## config.mk

```make
export PLATFORM = sky130hd
export DESIGN_NAME = sram_controller
export DESIGN_NICKNAME = d
export VERILOG_FILES = /design/src/rtl/sram_controller.sv
export SDC_FILE = /design/constraint.sdc
export NUM_CORES = 1
export LEC_CHECK = 0
export ABC_AREA = 1
export CAP_MARGIN = 20
export CORE_AREA = 3 3 118 120
export DETAILED_ROUTE_END_ITERATION = 6
export DIE_AREA = 0 0 121 123
export DONT_BUFFER_PORTS = 1
export PLACE_DENSITY_LB_ADDON = 0.1
export SYNTH_ARGS = -nofsm -noshare
export SYNTH_HDL_FRONTEND = slang
export SYNTH_SLANG_ARGS = --single-unit
```

## constraint.sdc

```tcl
create_clock -name clk -period 3.6 [get_ports clk]
set_clock_uncertainty 0.15 [all_clocks]
set_input_delay 0.18 -clock clk [delete_from_list [all_inputs] [get_ports clk]]
set_output_delay 0.18 -clock clk [all_outputs]
set_load 0.01 [all_outputs]
```

## src/rtl/sram_controller.sv

```systemverilog
// rtl/sram_controller.sv - 32-bit load/store port onto a 16-bit async SRAM in two half-word phases; optional posted writes via `define WRITE_POST_EN
module sram_controller #(
  parameter int PHASE_CYCLES = 2
) (
  input  logic        clk,
  input  logic        rst,
  input  logic        mem_r_en,
  input  logic        mem_w_en,
  input  logic [31:0] address,
  input  logic [31:0] wdata,
  output logic [31:0] rdata,
  output logic        ready,
  output logic [17:0] sram_addr,
  output logic [15:0] sram_dq_out,
  output logic        sram_dq_oe,
  input  logic [15:0] sram_dq_in,
  output logic        sram_ce_n,
  output logic        sram_we_n,
  output logic        sram_oe_n
);

  localparam logic [1:0] IDLE = 2'd0;
  localparam logic [1:0] LOW  = 2'd1;
  localparam logic [1:0] HIGH = 2'd2;
  localparam logic [1:0] DONE = 2'd3;

  localparam logic [3:0] LAST_CNT = 4'(PHASE_CYCLES - 1);

  logic [1:0]  state;
  logic [1:0]  state_nx;
  logic [3:0]  cnt;
  logic [16:0] word;
  logic [31:0] wd;
  logic        op_wr;

  logic        req;
  logic        take;
  logic        take_wr;
  logic        phase_end;
  logic        in_access_nx;
  logic [16:0] word_nx;
  logic [31:0] wd_nx;
  logic        op_wr_nx;

  // Only address[18:2] selects a word; the rest of the byte address is ignored.
  logic unused_addr_bits;
  assign unused_addr_bits = ^{address[31:19], address[1:0]};

  // A simultaneous read and write request is a read; the write is dropped.
  assign req       = mem_r_en | mem_w_en;
  assign take      = (state == IDLE) && req;
  assign take_wr   = mem_w_en & ~mem_r_en;
  assign phase_end = (cnt == LAST_CNT);

  // Values that will be latched at this edge, so strobes and address line up with the state they belong to.
  assign word_nx      = take ? address[18:2] : word;
  assign wd_nx        = take ? wdata : wd;
  assign op_wr_nx     = take ? take_wr : op_wr;
  assign in_access_nx = (state_nx == LOW) || (state_nx == HIGH);

  // Next-state logic: IDLE -> LOW -> HIGH -> DONE -> IDLE (posted writes leave from HIGH).
  always_comb begin
    state_nx = state;
    case (state)
      IDLE: if (req) state_nx = LOW;
      LOW:  if (phase_end) state_nx = HIGH;
      HIGH: begin
        if (phase_end) begin
`ifdef WRITE_POST_EN
          state_nx = op_wr ? IDLE : DONE;
`else
          state_nx = DONE;
`endif
        end
      end
      default: state_nx = IDLE;
    endcase
  end

  // Pipeline freeze: any request holds the pipe until DONE (a write-only request in IDLE is let through when posting).
  always_comb begin
    ready = 1'b1;
    if (req && (state != DONE)) ready = 1'b0;
`ifdef WRITE_POST_EN
    if ((state == IDLE) && take_wr) ready = 1'b1;
`endif
  end

  // State, phase counter and request latches.
  always_ff @(posedge clk or negedge rst) begin
    if (!rst) begin
      state <= IDLE;
      cnt   <= 4'd0;
      word  <= 17'd0;
      wd    <= 32'd0;
      op_wr <= 1'b0;
    end else begin
      state <= state_nx;
      if ((state_nx == state) && ((state == LOW) || (state == HIGH))) cnt <= cnt + 4'd1;
      else cnt <= 4'd0;
      if (take) begin
        word  <= address[18:2];
        wd    <= wdata;
        op_wr <= take_wr;
      end
    end
  end

  // Registered SRAM pins, driven for the state being entered so they are clean for the whole phase.
  always_ff @(posedge clk or negedge rst) begin
    if (!rst) begin
      sram_addr   <= 18'd0;
      sram_dq_out <= 16'd0;
      sram_dq_oe  <= 1'b0;
      sram_ce_n   <= 1'b1;
      sram_we_n   <= 1'b1;
      sram_oe_n   <= 1'b1;
    end else begin
      sram_ce_n  <= ~in_access_nx;
      sram_we_n  <= ~(in_access_nx & op_wr_nx);
      sram_dq_oe <= in_access_nx & op_wr_nx;
      sram_oe_n  <= ~(in_access_nx & ~op_wr_nx);
      if (state_nx == LOW) begin
        sram_addr   <= {word_nx, 1'b0};
        sram_dq_out <= wd_nx[15:0];
      end else if (state_nx == HIGH) begin
        sram_addr   <= {word_nx, 1'b1};
        sram_dq_out <= wd_nx[31:16];
      end
    end
  end

  // Read capture on the last cycle of each phase; writes never touch rdata.
  always_ff @(posedge clk or negedge rst) begin
    if (!rst) begin
      rdata <= 32'd0;
    end else if (!op_wr && phase_end) begin
      if (state == LOW)  rdata[15:0]  <= sram_dq_in;
      if (state == HIGH) rdata[31:16] <= sram_dq_in;
    end
  end

endmodule

```

==> flow_summary.html, run 1 <==
<table>
<tr><th>Metric</th><th>Value</th></tr>
<tr><th colspan="2">Clock tree</th></tr>
<tr><td>Clock sink count</td><td>126</td></tr>
<tr><td>Clock buffer count from CTS</td><td>17</td></tr>
<tr><td>Clock latency at the later pin of the worst-skew pair</td><td>0.41 ns</td></tr>
<tr><td>Clock tree from TritonCTS</td><td>built</td></tr>
<tr><td>Root buffer cell</td><td>sky130_fd_sc_hd__clkbuf_16</td></tr>
<tr><td>Clock tree buffer depth</td><td>2</td></tr>
<tr><td>Post-CTS Setup Repair Bufs</td><td>0</td></tr>
<tr><td>Clk slew on worst S/H paths</td><td>0.05 ns</td></tr>
<tr><td>Maximum level of the CTS H-tree</td><td>4</td></tr>
<tr><th colspan="2">Synth</th></tr>
<tr><td>Flop and latch count out of synthesis</td><td>126</td></tr>
<tr><td>Post-Syn Nets</td><td>579</td></tr>
<tr><td>Fraction of synthesis flops using an asynchronous set or reset pin</td><td>1.00</td></tr>
<tr><td>Synth Instances</td><td>486</td></tr>
<tr><td>Yosys warning count</td><td>0</td></tr>
<tr><td>Seq/Total Area, Yosys</td><td>0.617</td></tr>
<tr><td>Cell area after technology mapping</td><td>5120 um2</td></tr>
<tr><td>EDFF count, synth</td><td>0</td></tr>
<tr><td>Cell variety after synth</td><td>25</td></tr>
<tr><td>Leading register cell type out of synthesis</td><td>sky130_fd_sc_hd__dfrtp_1</td></tr>
<tr><td>Avg Inst Size Synth</td><td>10.5 um2</td></tr>
<tr><th colspan="2">Detailed routing</th></tr>
<tr><td>Via count normalized by instance count</td><td>4.73</td></tr>
<tr><td>Average wire length per cell after detail routing</td><td>15.3 um</td></tr>
<tr><td>Total via count in the routed design</td><td>3545</td></tr>
<tr><td>Length of the first detailed-routing pass in iterations</td><td>5</td></tr>
<tr><td>Number of design rule violations left after detail routing</td><td>0</td></tr>
<tr><td>Initial DRC count</td><td>210</td></tr>
<tr><td>Post-route antenna net violation count</td><td>0</td></tr>
<tr><td>Detailed-route wire length</td><td>11500 um</td></tr>
<tr><th colspan="2">Die</th></tr>
<tr><td>Y dimension of the die</td><td>123 um</td></tr>
<tr><td>Starting Density</td><td>0.391</td></tr>
<tr><td>Total die area</td><td>14900 um2</td></tr>
<tr><td>DIE WIDTH</td><td>121 um</td></tr>
<tr><td>Core Area</td><td>13100 um2</td></tr>
<tr><td>Ports placed on the boundary</td><td>155</td></tr>
<tr><td>Site Rows</td><td>42</td></tr>
<tr><th colspan="2">Critical path</th></tr>
<tr><td>Capturing element type of the critical path</td><td>flip-flop</td></tr>
<tr><td>WP data required</td><td>3.80 ns</td></tr>
<tr><td>Worst endpoint data arrival time</td><td>3.16 ns</td></tr>
<tr><td>Setup CP Type</td><td>flip-flop to flip-flop</td></tr>
<tr><td>Startpoint type of the worst setup path</td><td>flip-flop</td></tr>
<tr><td>R2r startpoint</td><td>state[0]</td></tr>
<tr><td>Crit path max fanout</td><td>10</td></tr>
<tr><td>Critical Path Source</td><td>state[0]</td></tr>
<tr><th colspan="2">Global route</th></tr>
<tr><td>Number of global-route vias before repair</td><td>3746</td></tr>
<tr><td>Overall track demand over capacity in global routing</td><td>0.163</td></tr>
<tr><td>Antenna violations before repair</td><td>0</td></tr>
<tr><td>Overflow left after global routing</td><td>0</td></tr>
<tr><td>Global-route wire length before repair</td><td>18900 um</td></tr>
<tr><td>Maximum number of pins on one net before global-route repair</td><td>127</td></tr>
<tr><th colspan="2">Timing</th></tr>
<tr><td>Total negative setup slack</td><td>0 ns</td></tr>
<tr><td>Max Clk Rate</td><td>338 MHz</td></tr>
<tr><td>Slew at the pin closest to its max-slew limit</td><td>0.808 ns</td></tr>
<tr><td>Final period demand of the worst path</td><td>2.96 ns</td></tr>
<tr><td>Total count of hold-check failures in the final report</td><td>0</td></tr>
<tr><td>Final setup violating endpoints</td><td>0</td></tr>
<tr><td>RSZ-0062 raised after global routing</td><td>no</td></tr>
<tr><td>Final period util</td><td>0.823</td></tr>
<tr><td>Number of slew-limit violations in the final report</td><td>0</td></tr>
<tr><td>Worst-case headroom to the max-slew limit</td><td>0.461</td></tr>
<tr><th colspan="2">Final layout</th></tr>
<tr><td>Area overhead of the layout relative to synthesis</td><td>28.0%</td></tr>
<tr><td>Final antenna diode count</td><td>0</td></tr>
<tr><td>Proportion of layout cells with a drive suffix above 1</td><td>0.127</td></tr>
<tr><td>Commonest non-fill, non-tap cells in the layout</td><td>sky130_fd_sc_hd__nand2_1 (133), sky130_fd_sc_hd__dfrtp_1 (123), sky130_fd_sc_hd__dlygate4sd3_1 (68), sky130_fd_sc_hd__inv_1 (40), sky130_fd_sc_hd__o21ai_0 (38)</td></tr>
<tr><td>Number of nets in the layout</td><td>653</td></tr>
<tr><td>Most frequent standard cell in the layout excluding fill and tap cells</td><td>sky130_fd_sc_hd__nand2_1</td></tr>
<tr><td>Final-layout fill cell count</td><td>1201</td></tr>
<tr><th colspan="2">Min path</th></tr>
<tr><td>Hold wc startpoint</td><td>mem_r_en</td></tr>
<tr><td>Class of the most critical hold timing path</td><td>input pin to flip-flop</td></tr>
<tr><th colspan="2">Power</th></tr>
<tr><td>Worst vdd rail ir drop</td><td>0.598 mV</td></tr>
<tr><td>Power density cells</td><td>1050 nW/um2</td></tr>
<tr><td>Total power after layout</td><td>0.00686 W</td></tr>
<tr><td>Leakage Power</td><td>3.22 nW</td></tr>
<tr><th colspan="2">Place</th></tr>
<tr><td>Buffers added on ports</td><td>0</td></tr>
<tr><td>HPWL Detailed</td><td>7110 um</td></tr>
<tr><td>Placer's final routability congestion estimate</td><td>0.724</td></tr>
<tr><th colspan="2">Run</th></tr>
<tr><td>Maximum Capacitance Violations</td><td>0</td></tr>
<tr><th colspan="2">Outcome</th></tr>
<tr><td>Outcome</td><td>completed</td></tr>
</table>
==> per-stage QoR <==
| stage | hold WS, ns | worst slack [ns] | util | area (um2) | cells |
|---|---|---|---|---|---|
| global placement | -0.262 | 0.682 | 0.401 | 5250 | 647 |
| finish | 0.0728 | 0.639 | 0.500 | 6550 | 749 |
| floorplan | -0.266 | 1.21 | - | 5120 | 486 |
| CTS | 0.0541 | 0.569 | 0.499 | 6530 | 748 |
| detailed placement | -0.262 | 0.604 | 0.401 | 5250 | 647 |
| global route | 0.0764 | 0.369 | 0.500 | 6550 | 749 |
==> power by group <==
part,total (W),switching [W],internal [W]
Clock,0.00165,0.000605,0.00105
Combinational,0.00245,0.00144,0.00101
Sequential,0.00276,0.000588,0.00217
==> critical path, stage by stage, from the launching register on <==
cell                      delay (ns)
sky130_fd_sc_hd__dfrtp_1        0.45
sky130_fd_sc_hd__inv_1          0.18
sky130_fd_sc_hd__ha_1           0.42
sky130_fd_sc_hd__nand2_1        0.09
sky130_fd_sc_hd__inv_1          0.06
sky130_fd_sc_hd__a21oi_1        0.05
sky130_fd_sc_hd__nand2_1        0.07
sky130_fd_sc_hd__nand2_1        0.10
sky130_fd_sc_hd__ha_1           0.37
sky130_fd_sc_hd__nor2_1         0.50
sky130_fd_sc_hd__buf_4          0.29
sky130_fd_sc_hd__nand2_1        0.07
sky130_fd_sc_hd__nand3_1        0.08
==> worst paths after layout <==
kind | end | slack (ns) | cells after the start
worst max-delay path | sram_dq_out[1] | 0.64 | 12
worst min-delay path | word[7] | 0.07 | 4
worst max register to register | sram_dq_out[1] | 0.64 | 12
worst min register to register | word[13] | 0.31 | 2
max in group asynchronous | cnt[3] | 2.56 | 2
min in group asynchronous | wd[6] | 0.28 | 2
==> logic make-up after synthesis <==
| logic type | after synthesis | share of synthesized area |
|---|---|---|
| adders and majority gates | 9 | 0.0220 |
| muxes | 28 | 0.0792 |
| xor gates and xnor gates | 2 | 0.00342 |
| and+or+nand+nor | 200 | 0.158 |
| buffers and inverters | 63 | 0.0577 |
| AOI/OAI and AO/OA | 58 | 0.0624 |
| DFF | 126 | 0.617 |
==> Yosys cell counts, types with 2 or more instances <==
| cell type | number | area share |
|---|---|---|
| sky130_fd_sc_hd__dfstp_2 | 3 | 0.015 |
| sky130_fd_sc_hd__buf_2 | 4 | 0.0039 |
| sky130_fd_sc_hd__buf_6 | 2 | 0.0044 |
| sky130_fd_sc_hd__buf_12 | 2 | 0.0078 |
| sky130_fd_sc_hd__inv_1 | 40 | 0.029 |
| sky130_fd_sc_hd__nand2_1 | 133 | 0.098 |
| sky130_fd_sc_hd__nand3_1 | 37 | 0.036 |
| sky130_fd_sc_hd__mux2_4 | 24 | 0.070 |
| sky130_fd_sc_hd__o221ai_1 | 2 | 0.0034 |
| sky130_fd_sc_hd__mux2_2 | 4 | 0.0088 |
| sky130_fd_sc_hd__a31oi_1 | 17 | 0.021 |
| sky130_fd_sc_hd__dfrtp_1 | 123 | 0.60 |
| sky130_fd_sc_hd__clkbuf_1 | 12 | 0.0088 |
| sky130_fd_sc_hd__nor2_1 | 27 | 0.020 |
| sky130_fd_sc_hd__o21ai_0 | 38 | 0.037 |
| sky130_fd_sc_hd__ha_1 | 9 | 0.022 |
==> routing by layer <==
metal / vias up / track usage / part of all wire
met3: 13 / 0.0732 / 0.090
met1: 1705 / 0.200 / 0.43
li1: 1715 / - / -
met5: - / 0 / 0
met2: 112 / 0.251 / 0.46
met4: 0 / 0.0687 / 0.017
==> state kept, by name, indices dropped and copies added, names as in the netlist <==
signal / cells
wd: 32
word: 17
op_wr: 1
sram_addr: 18
sram_dq_out: 16
state: 2
sram_we_n: 1
sram_oe_n: 1
rdata: 32
sram_dq_oe: 1
sram_ce_n: 1
cnt: 4
==> layout make-up <==
type	count	area, um2	share of cell area
clock buffers	21	460	0.0703
inverters	42	160	0.0245
flip-flops and latches	126	3160	0.482
multi-input cells	297	1660	0.254
clock inverters	11	116	0.0178
well taps	176	220	0.0336
repair buffers	76	768	0.117
==> repair_timing <==
| item | in CTS | in global routing |
|---|---|---|
| hold buffers | 69 | 0 |
| gates resized for setup | 0 | 0 |
| endpoints found under the hold margin | 243 | 0 |
(Power assumes the default switching activity.)
==> run 2: changes to the inputs <==
==> constraint.sdc (replaced) <==
create_clock -name clk -period 2.37 [get_ports clk]
set_clock_uncertainty 0.15 [all_clocks]
set_input_delay 0.1185 -clock clk [delete_from_list [all_inputs] [get_ports clk]]
set_output_delay 0.1185 -clock clk [all_outputs]
set_load 0.01 [all_outputs]
==> run 2 against run 1 <==
Effect of this change:
- the run now ends with hold timing left
- register-to-register slack worse by 0.50 ns
- critical endpoint is now sram_addr[14]
- wire length hardly changed
- worst hold slack worse by 0.81 ns
- clock power is 48% higher
- utilization is 0.32 points higher
- critical path type unchanged
- count of clock-buffer cells in the layout is 1 higher
- critical path depth is 1 lower
- cell count is 0.13% lower
- design area is 0.63% higher
- sequential share of layout area is 0.26 points lower
- power is 55% higher
- via count is 0.93% higher
==> flow_summary.html, run 2 (same netlist as run 1, synthesis figures left out) <==
<table>
<tr><th>Metric</th><th>Value</th></tr>
<tr><th colspan="2">Global route</th></tr>
<tr><td>Maximum number of pins on one net before global-route repair</td><td>127 (unchanged)</td></tr>
<tr><td>Overall track demand over capacity in global routing</td><td>0.162 (-0.00123)</td></tr>
<tr><td>Overflow left after global routing</td><td>0 (unchanged)</td></tr>
<tr><td>Number of global-route vias before repair</td><td>3737 (-0.24%)</td></tr>
<tr><td>Global-route wire length before repair</td><td>18900 um (unchanged)</td></tr>
<tr><td>Antenna violations before repair</td><td>0 (unchanged)</td></tr>
<tr><th colspan="2">Timing</th></tr>
<tr><td>Total count of hold-check failures in the final report</td><td>126 (+126)</td></tr>
<tr><td>Post-route worst setup slack</td><td>0.142 ns (-0.497 ns)</td></tr>
<tr><td>Number of slew-limit violations in the final report</td><td>0 (unchanged)</td></tr>
<tr><td>RSZ-0062 raised after global routing</td><td>no</td></tr>
<tr><td>Slew at the pin closest to its max-slew limit</td><td>0.534 ns (-0.274 ns)</td></tr>
<tr><td>Worst-case headroom to the max-slew limit</td><td>0.640 (+0.179)</td></tr>
<tr><td>Final period demand of the worst path</td><td>2.23 ns (-0.733 ns)</td></tr>
<tr><td>Hold Slack</td><td>-0.734 ns (-0.807 ns)</td></tr>
<tr><td>Final period util</td><td>0.940 (+0.117)</td></tr>
<tr><td>Final setup violating endpoints</td><td>0 (unchanged)</td></tr>
<tr><td>Total negative setup slack</td><td>0 ns (unchanged)</td></tr>
<tr><td>Max Clk Rate</td><td>449 MHz (+33%)</td></tr>
<tr><th colspan="2">Die</th></tr>
<tr><td>Starting Density</td><td>0.391 (unchanged)</td></tr>
<tr><td>Core Area</td><td>13100 um2 (unchanged)</td></tr>
<tr><td>Ports placed on the boundary</td><td>155 (unchanged)</td></tr>
<tr><td>Site Rows</td><td>42 (unchanged)</td></tr>
<tr><td>DIE WIDTH</td><td>121 um (unchanged)</td></tr>
<tr><td>Total die area</td><td>14900 um2 (unchanged)</td></tr>
<tr><td>Y dimension of the die</td><td>123 um (unchanged)</td></tr>
<tr><th colspan="2">Critical path</th></tr>
<tr><td>Buffers &amp; Inverters on Critical Path</td><td>4 (+1)</td></tr>
<tr><td>CP max stage delay</td><td>0.43 ns (-0.07 ns)</td></tr>
<tr><td>Crit path max-delay cell type</td><td>sky130_fd_sc_hd__dfrtp_2</td></tr>
<tr><td>Worst endpoint data arrival time</td><td>2.36 ns (-0.80 ns)</td></tr>
<tr><td>Startpoint type of the worst setup path</td><td>flip-flop</td></tr>
<tr><td>Cell-by-cell listing of the critical path</td><td>inv_1 -&gt; ha_1 -&gt; o21ai_0 -&gt; nand3_1 -&gt; nand2_1 -&gt; inv_1 -&gt; ha_4 -&gt; clkinv_1 -&gt; buf_12 -&gt; nor2_1 -&gt; a31oi_1</td></tr>
<tr><td>Setup CP Type</td><td>flip-flop to flip-flop</td></tr>
<tr><td>WP data required</td><td>2.50 ns (-1.30 ns)</td></tr>
<tr><td>Crit path max fanout</td><td>35 (+25)</td></tr>
<tr><td>Cell type with the highest occurrence count on the critical path</td><td>sky130_fd_sc_hd__inv_1</td></tr>
<tr><td>Capturing element type of the critical path</td><td>flip-flop</td></tr>
<tr><td>Kind of cell with the highest combined delay on the critical path</td><td>adder cells</td></tr>
<tr><th colspan="2">Outcome</th></tr>
<tr><td>Outcome</td><td>finished, violations left</td></tr>
<tr><td>Violated checks</td><td>hold timing</td></tr>
<tr><th colspan="2">Power</th></tr>
<tr><td>Sequential group share of total power</td><td>0.396 (-0.006)</td></tr>
<tr><td>Switching Share</td><td>0.373 (-0.0104)</td></tr>
<tr><td>Share of power burned in the clock network</td><td>0.230 (-0.011)</td></tr>
<tr><td>Cell-internal power</td><td>0.00666 W (+57%)</td></tr>
<tr><td>Power density cells</td><td>1610 nW/um2 (+54%)</td></tr>
<tr><td>Worst vdd rail ir drop</td><td>1.12 mV (+87%)</td></tr>
<tr><td>Net switching power</td><td>0.00397 W (+51%)</td></tr>
<tr><td>Power share of the combinational group</td><td>0.374 (+0.017)</td></tr>
<tr><td>Leakage Power</td><td>3.22 nW (+0.16%)</td></tr>
<tr><th colspan="2">Detailed routing</th></tr>
<tr><td>Length of the first detailed-routing pass in iterations</td><td>4 (-1)</td></tr>
<tr><td>Post-route antenna net violation count</td><td>0 (unchanged)</td></tr>
<tr><td>Initial DRC count</td><td>176 (-16%)</td></tr>
<tr><td>Total via count in the routed design</td><td>3578 (+0.93%)</td></tr>
<tr><td>Detailed-route wire length</td><td>11500 um (about the same)</td></tr>
<tr><td>Average wire length per cell after detail routing</td><td>15.4 um (+0.14%)</td></tr>
<tr><td>Via count normalized by instance count</td><td>4.78 (+1.1%)</td></tr>
<tr><td>Number of design rule violations left after detail routing</td><td>0 (unchanged)</td></tr>
<tr><th colspan="2">Clock tree</th></tr>
<tr><td>Maximum level of the CTS H-tree</td><td>4 (unchanged)</td></tr>
<tr><td>Clock tree buffer depth</td><td>2 (unchanged)</td></tr>
<tr><td>Clk slew on worst S/H paths</td><td>0.05 ns (about the same)</td></tr>
<tr><td>Clock buffer count from CTS</td><td>17 (unchanged)</td></tr>
<tr><td>Clock tree from TritonCTS</td><td>built</td></tr>
<tr><td>Clock latency at the later pin of the worst-skew pair</td><td>0.40 ns (about the same)</td></tr>
<tr><td>Cts hold-fix bufs</td><td>67 (-2.9%)</td></tr>
<tr><td>Clock sink count</td><td>126 (unchanged)</td></tr>
<tr><td>Root buffer cell</td><td>sky130_fd_sc_hd__clkbuf_16</td></tr>
<tr><th colspan="2">Final layout</th></tr>
<tr><td>Area overhead of the layout relative to synthesis</td><td>28.8%</td></tr>
<tr><td>Final antenna diode count</td><td>0 (unchanged)</td></tr>
<tr><td>Number of nets in the layout</td><td>655 (+0.31%)</td></tr>
<tr><td>Final-layout fill cell count</td><td>1192 (-0.75%)</td></tr>
<tr><td>Regs by FF count</td><td>rdata: 32 flops, wd: 32 flops, sram_addr: 18 flops</td></tr>
<tr><td>Proportion of layout cells with a drive suffix above 1</td><td>0.136 (+0.00896)</td></tr>
<tr><td>Commonest non-fill, non-tap cells in the layout</td><td>sky130_fd_sc_hd__nand2_1 (132), sky130_fd_sc_hd__dfrtp_1 (121), sky130_fd_sc_hd__dlygate4sd3_1 (67), sky130_fd_sc_hd__inv_1 (39)</td></tr>
<tr><td>Most frequent standard cell in the layout excluding fill and tap cells</td><td>sky130_fd_sc_hd__nand2_1</td></tr>
<tr><th colspan="2">Place</th></tr>
<tr><td>Placer's final routability congestion estimate</td><td>0.736 (+1.7%)</td></tr>
<tr><td>Worst slack, placed</td><td>0.0254 ns (-0.579 ns)</td></tr>
<tr><td>HPWL Detailed</td><td>7320 um (+3.0%)</td></tr>
<tr><td>Buffers added on ports</td><td>0 (unchanged)</td></tr>
<tr><th colspan="2">Run</th></tr>
<tr><td>Maximum Capacitance Violations</td><td>0 (unchanged)</td></tr>
<tr><th colspan="2">Min path</th></tr>
<tr><td>Class of the most critical hold timing path</td><td>input pin to asynchronous set/reset pin</td></tr>
</table>
[run 2: cell count changes in the layout (fill, tap and decap cells not counted), moves of 2 or more]
cell and delta:
sky130_fd_sc_hd__buf_12 +4, sky130_fd_sc_hd__dfrtp_2 +2, sky130_fd_sc_hd__clkinv_2 -2, sky130_fd_sc_hd__dfrtp_1 -2
[run 2: layout make-up]
type,instances,area (um2),share of cell area
clock buffers,22,464,0.0705
clock inverters,7,90.1,0.0137
inverters,42,160,0.0243
multi-input cells,297,1690,0.256
flip-flops and latches,126,3160,0.480
well taps,176,220,0.0334
repair buffers,78,807,0.123
[run 2: final timing paths]
kind	to	depth (start not counted)	slack [ns]	from
max in group asynchronous	sram_oe_n	0	2.51	rst
min reg2reg	word[10]	2	0.32	word[10]
max	sram_addr[14]	11	0.14	state[1]
min in group clk	word[12]	4	0.04	mem_r_en
min	wd[16]	0	-0.73	rst
max reg2reg	sram_addr[14]	11	0.14	state[1]
[run 2: routing by layer]
metal	vias up	routed length (um)	global-route usage
met4	0	238	0.0744
met2	116	5390	0.250
met5	-	0	0
met3	18	1050	0.0691
met1	1720	4810	0.197
li1	1724	-	-
[run 2: repair_timing]
action / 4_1_cts / 5_1_grt
buffers inserted: 0 / 0
resized for setup: 0 / 9
endpoints found under the setup margin: 0 / 37
endpoints found under the hold margin: 242 / 126
[run 2: power by group through the flow]
| stage | Combinational, W | Sequential [W] | Clock [W] |
|---|---|---|---|
| 2_1_floorplan | 0.00294 | 0.00401 | 0 |
| 3_3_place_gp | 0.00374 | 0.00422 | 0 |
| 3_5_place_dp | 0.00386 | 0.00424 | 0 |
| 4_1_cts | 0.00396 | 0.00422 | 0.00252 |
| 5_1_grt | 0.00456 | 0.00433 | 0.00262 |
| 6_report | 0.00397 | 0.00420 | 0.00245 |
[run 2: through the flow]
step                utilization  power (W)  instance area, um2  std cells
floorplan                     -    0.00695                5120        486
global placement          0.408    0.00796                5340        652
detailed placement        0.408    0.00809                5340        652
CTS                       0.501     0.0107                6560        748
global route              0.503     0.0115                6590        748
finish                    0.503     0.0106                6590        748
==> run 3: changes to the inputs <==
--- a/config.mk
+++ b/config.mk
@@ -5,7 +5,6 @@
 export SDC_FILE = /design/constraint.sdc
 export NUM_CORES = 1
 export LEC_CHECK = 0
-export ABC_AREA = 1
 export CAP_MARGIN = 20
 export CORE_AREA = 3 3 118 120
 export DETAILED_ROUTE_END_ITERATION = 6
==> run 3 against run 2 <==
Effect of this change:
- the run still ends with hold timing left
- design area up 4.1%
- clock power about the same
- wire length down 5.0%
- synthesized cell count down 26%
- count of clock-buffer cells in the layout up 1
- sequential cell count unchanged
- cell count down 15%
- critical path depth down 1
- power up 11%
- synthesized area up 0.88%
==> flow_summary.html, run 3 <==
<table>
<tr><th>Metric</th><th>Value</th></tr>
<tr><th colspan="2">Clock tree</th></tr>
<tr><td>Root buffer cell</td><td>sky130_fd_sc_hd__clkbuf_16</td></tr>
<tr><td>Clock tree from TritonCTS</td><td>built</td></tr>
<tr><td>Clock buffer count from CTS</td><td>17 (unchanged)</td></tr>
<tr><td>Post-CTS Setup Repair Bufs</td><td>0 (unchanged)</td></tr>
<tr><td>Cts hold-fix bufs</td><td>68 (+1.5%)</td></tr>
<tr><td>Clock tree buffer depth</td><td>2 (unchanged)</td></tr>
<tr><td>Maximum level of the CTS H-tree</td><td>4 (unchanged)</td></tr>
<tr><td>Clock latency at the later pin of the worst-skew pair</td><td>0.41 ns (about the same)</td></tr>
<tr><td>Clock sink count</td><td>126 (unchanged)</td></tr>
<tr><td>Clk slew on worst S/H paths</td><td>0.05 ns (about the same)</td></tr>
<tr><th colspan="2">Place</th></tr>
<tr><td>Cell count after placement</td><td>539 (-17%)</td></tr>
<tr><td>Area after detailed placement</td><td>5480 um2 (+2.7%)</td></tr>
<tr><td>Placer's final routability congestion estimate</td><td>0.725 (-1.5%)</td></tr>
<tr><td>HPWL Detailed</td><td>6990 um (-4.5%)</td></tr>
<tr><td>Buffers added on ports</td><td>0 (unchanged)</td></tr>
<tr><th colspan="2">Detailed routing</th></tr>
<tr><td>Average wire length per cell after detail routing</td><td>17.1 um (+12%)</td></tr>
<tr><td>Detailed-route wire length</td><td>10900 um (-5.0%)</td></tr>
<tr><td>Post-route antenna net violation count</td><td>0 (unchanged)</td></tr>
<tr><td>Initial DRC count</td><td>131 (-26%)</td></tr>
<tr><td>Via count normalized by instance count</td><td>4.83 (+0.98%)</td></tr>
<tr><td>Total via count in the routed design</td><td>3077 (-14%)</td></tr>
<tr><td>Number of design rule violations left after detail routing</td><td>0 (unchanged)</td></tr>
<tr><td>Length of the first detailed-routing pass in iterations</td><td>4 (unchanged)</td></tr>
<tr><th colspan="2">Die</th></tr>
<tr><td>Core Area</td><td>13100 um2 (unchanged)</td></tr>
<tr><td>Site Rows</td><td>42 (unchanged)</td></tr>
<tr><td>DIE WIDTH</td><td>121 um (unchanged)</td></tr>
<tr><td>Total die area</td><td>14900 um2 (unchanged)</td></tr>
<tr><td>Ports placed on the boundary</td><td>155 (unchanged)</td></tr>
<tr><td>Y dimension of the die</td><td>123 um (unchanged)</td></tr>
<tr><td>Starting Density</td><td>0.394 (+0.00344)</td></tr>
<tr><th colspan="2">Critical path</th></tr>
<tr><td>R2r startpoint</td><td>cnt[1]</td></tr>
<tr><td>Crit path max fanout</td><td>13 (-63%)</td></tr>
<tr><td>Startpoint type of the worst setup path</td><td>flip-flop</td></tr>
<tr><td>Worst reg2reg path depth</td><td>10 (-1)</td></tr>
<tr><td>FF-to-FF setup slack</td><td>0.04 ns (-0.11 ns)</td></tr>
<tr><td>Setup CP Type</td><td>flip-flop to flip-flop</td></tr>
<tr><td>WP data required</td><td>2.54 ns (+0.04 ns)</td></tr>
<tr><td>Worst flop-to-flop path endpoint</td><td>sram_dq_out[5]</td></tr>
<tr><td>Capturing element type of the critical path</td><td>flip-flop</td></tr>
<tr><td>Worst endpoint data arrival time</td><td>2.50 ns (+0.14 ns)</td></tr>
<tr><th colspan="2">Run</th></tr>
<tr><td>Maximum Capacitance Violations</td><td>0 (unchanged)</td></tr>
<tr><th colspan="2">Final layout</th></tr>
<tr><td>Total non-filler cell area in the finished layout</td><td>6860 um2 (+4.1%)</td></tr>
<tr><td>Regs by FF count</td><td>rdata: 32 flops, wd: 32 flops, sram_addr: 18 flops</td></tr>
<tr><td>Final-layout fill cell count</td><td>1125 (-5.6%)</td></tr>
<tr><td>Number of nets in the layout</td><td>543 (-17%)</td></tr>
<tr><td>Proportion of layout cells with a drive suffix above 1</td><td>0.375 (+0.239)</td></tr>
<tr><td>Area overhead of the layout relative to synthesis</td><td>32.9%</td></tr>
<tr><td>Final antenna diode count</td><td>0 (unchanged)</td></tr>
<tr><td>Commonest non-fill, non-tap cells in the layout</td><td>sky130_fd_sc_hd__dfrtp_1 (121), sky130_fd_sc_hd__dlygate4sd3_1 (68), sky130_fd_sc_hd__mux2_2 (67), sky130_fd_sc_hd__nor2_1 (37), sky130_fd_sc_hd__mux2_4 (31)</td></tr>
<tr><td>Post-route insts no fill</td><td>637 (-15%)</td></tr>
<tr><td>Most frequent standard cell in the layout excluding fill and tap cells</td><td>sky130_fd_sc_hd__dfrtp_1</td></tr>
<tr><th colspan="2">Timing</th></tr>
<tr><td>Total count of hold-check failures in the final report</td><td>126 (unchanged)</td></tr>
<tr><td>Slew at the pin closest to its max-slew limit</td><td>0.422 ns (-0.112 ns)</td></tr>
<tr><td>RSZ-0062 raised after global routing</td><td>yes</td></tr>
<tr><td>Worst-case headroom to the max-slew limit</td><td>0.719 (+0.0787)</td></tr>
<tr><td>Number of slew-limit violations in the final report</td><td>0 (unchanged)</td></tr>
<tr><td>Final period demand of the worst path</td><td>2.33 ns (+0.106 ns)</td></tr>
<tr><td>Final setup violating endpoints</td><td>0 (unchanged)</td></tr>
<tr><td>Final period util</td><td>0.985 (+0.0448)</td></tr>
<tr><td>Hold Slack</td><td>-0.745 ns (-0.0111 ns)</td></tr>
<tr><td>Max Clk Rate</td><td>428 MHz (-4.5%)</td></tr>
<tr><th colspan="2">Synth</th></tr>
<tr><td>Avg Inst Size Synth</td><td>14.3 um2 (+35%)</td></tr>
<tr><td>Synth Instances</td><td>362 (-26%)</td></tr>
<tr><td>EDFF count, synth</td><td>0 (unchanged)</td></tr>
<tr><td>Commonest cells post-synth</td><td>sky130_fd_sc_hd__dfrtp_1 (123), sky130_fd_sc_hd__mux2_2 (78), sky130_fd_sc_hd__nor2_1 (37), sky130_fd_sc_hd__mux2_4 (20), sky130_fd_sc_hd__nand2_1 (18)</td></tr>
<tr><td>Cell area after technology mapping</td><td>5160 um2 (+0.88%)</td></tr>
<tr><td>Leading register cell type out of synthesis</td><td>sky130_fd_sc_hd__dfrtp_1</td></tr>
<tr><td>Cells taking the most area after synthesis</td><td>sky130_fd_sc_hd__dfrtp_1 (60%), sky130_fd_sc_hd__mux2_2 (17%), sky130_fd_sc_hd__mux2_4 (5.8%), sky130_fd_sc_hd__nor2_1 (2.7%), sky130_fd_sc_hd__o31ai_1 (2.3%)</td></tr>
<tr><td>Largest area contributor in the synthesized netlist</td><td>sky130_fd_sc_hd__dfrtp_1</td></tr>
<tr><td>Cell with the most instances after synthesis</td><td>sky130_fd_sc_hd__dfrtp_1</td></tr>
<tr><td>Flop and latch count out of synthesis</td><td>126 (unchanged)</td></tr>
<tr><td>Cell variety after synth</td><td>37 (+48%)</td></tr>
<tr><td>Post-Syn Nets</td><td>455 (-21%)</td></tr>
<tr><td>Yosys warning count</td><td>0 (unchanged)</td></tr>
<tr><td>Area fraction of the dominant cell type after synthesis</td><td>0.596 (-0.00525)</td></tr>
<tr><td>Seq/Total Area, Yosys</td><td>0.612 (-0.00538)</td></tr>
<tr><td>Fraction of synthesis flops using an asynchronous set or reset pin</td><td>1.00 (unchanged)</td></tr>
<tr><th colspan="2">Power</th></tr>
<tr><td>Switching Share</td><td>0.340 (-0.0332)</td></tr>
<tr><td>Leakage Power</td><td>3.06 nW (-5.1%)</td></tr>
<tr><td>Share of power burned in the clock network</td><td>0.208 (-0.022)</td></tr>
<tr><td>Net switching power</td><td>0.00400 W (+0.78%)</td></tr>
<tr><td>Cell-internal power</td><td>0.00775 W (+16%)</td></tr>
<tr><td>Worst vdd rail ir drop</td><td>0.888 mV (-20%)</td></tr>
<tr><td>Power share of the combinational group</td><td>0.434 (+0.060)</td></tr>
<tr><td>Power density cells</td><td>1710 nW/um2 (+6.2%)</td></tr>
<tr><td>Sequential group share of total power</td><td>0.358 (-0.038)</td></tr>
<tr><th colspan="2">Global route</th></tr>
<tr><td>Maximum number of pins on one net before global-route repair</td><td>127 (unchanged)</td></tr>
<tr><td>Number of global-route vias before repair</td><td>3289 (-12%)</td></tr>
<tr><td>Antenna violations before repair</td><td>0 (unchanged)</td></tr>
<tr><td>Global-route wire length before repair</td><td>17100 um (-9.2%)</td></tr>
<tr><td>Overall track demand over capacity in global routing</td><td>0.151 (-0.0107)</td></tr>
<tr><td>Overflow left after global routing</td><td>0 (unchanged)</td></tr>
<tr><th colspan="2">Outcome</th></tr>
<tr><td>Violated checks</td><td>hold timing</td></tr>
<tr><td>Outcome</td><td>finished, violations left</td></tr>
<tr><th colspan="2">Min path</th></tr>
<tr><td>Class of the most critical hold timing path</td><td>input pin to asynchronous set/reset pin</td></tr>
</table>
[run 3: layout make-up]
cell class	count	area (um2)	area share
flip-flops and latches	126	3160	0.461
multi-input cells	212	2030	0.296
repair buffers	87	873	0.127
clock buffers	23	468	0.0682
well taps	176	220	0.0321
clock inverters	7	88.8	0.0130
inverters	6	22.5	0.00328
[run 3: timing repair]
action	4_1_cts	5_1_grt
gates resized for setup	5	26
hold endpoints to repair	249	126
pin swaps	0	3
setup endpoints to repair	30	32
[run 3: power groups by stage]
stage | registers (W) | logic (W) | clock network, W
2_1_floorplan | 0.00404 | 0.00340 | 0
3_3_place_gp | 0.00423 | 0.00432 | 0
3_5_place_dp | 0.00425 | 0.00443 | 0
4_1_cts | 0.00422 | 0.00462 | 0.00253
5_1_grt | 0.00435 | 0.00562 | 0.00261
6_report | 0.00420 | 0.00510 | 0.00245
[run 3: critical path: stages, from the launching register on]
cell and delay [ns]:
sky130_fd_sc_hd__dfrtp_1 0.37, sky130_fd_sc_hd__inv_1 0.06, sky130_fd_sc_hd__ha_2 0.17, sky130_fd_sc_hd__nor3b_4 0.25
sky130_fd_sc_hd__nor2b_1 0.08, sky130_fd_sc_hd__o21ai_1 0.17, sky130_fd_sc_hd__a31oi_2 0.15, sky130_fd_sc_hd__ha_4 0.27
sky130_fd_sc_hd__buf_12 0.15, sky130_fd_sc_hd__buf_4 0.17, sky130_fd_sc_hd__o31ai_2 0.25
[run 3: per-layer routing]
layer  track usage  up-vias  wire length (um)
li1              -     1431                 -
met1         0.179     1531              4580
met2         0.236      101              5170
met3        0.0709       14              1000
met4        0.0680        0               159
met5             0        -                 0
[run 3: how the worst max path moves through the flow]
stage / startpoint / endpoint / slack (ns) / cells past startpoint
after floorplan: state[1] / sram_addr[10] / 0.001 / 11
after global placement: state[0] / sram_addr[6] / -0.006 / 9
after detailed placement: cnt[1] / sram_dq_out[5] / -0.06 / 9
after CTS: state[0] / sram_dq_out[10] / 0.006 / 10
after global routing: cnt[1] / sram_dq_out[5] / -0.09 / 10
final: cnt[1] / sram_dq_out[5] / 0.04 / 10
[run 3: logic make-up (layout without fill, tap and decap cells)]
kind of cell,count (synthesis),count (layout),synth area share
flops,126,126,0.612
mux,98,98,0.228
buf+inv,24,123,0.0269
fa+ha+maj,9,9,0.0218
simple gates,71,71,0.0645
xor+xnor,2,2,0.00339
compound gates,32,32,0.0434
[run 3: metrics by stage]
stage                     setup slack [ns]  power (W)  TNS [ns]  hold WS, ns  utilization
after CTS                          0.00557     0.0114         0       -0.772        0.515
final                               0.0361     0.0118         0       -0.745        0.524
after floorplan                    0.00123    0.00743         0       -0.327            -
after detailed placement           -0.0579    0.00868    -0.305       -0.324        0.419
after global routing               -0.0912     0.0126     -1.59       -0.772        0.524
after global placement            -0.00647    0.00855  -0.00647       -0.324        0.419
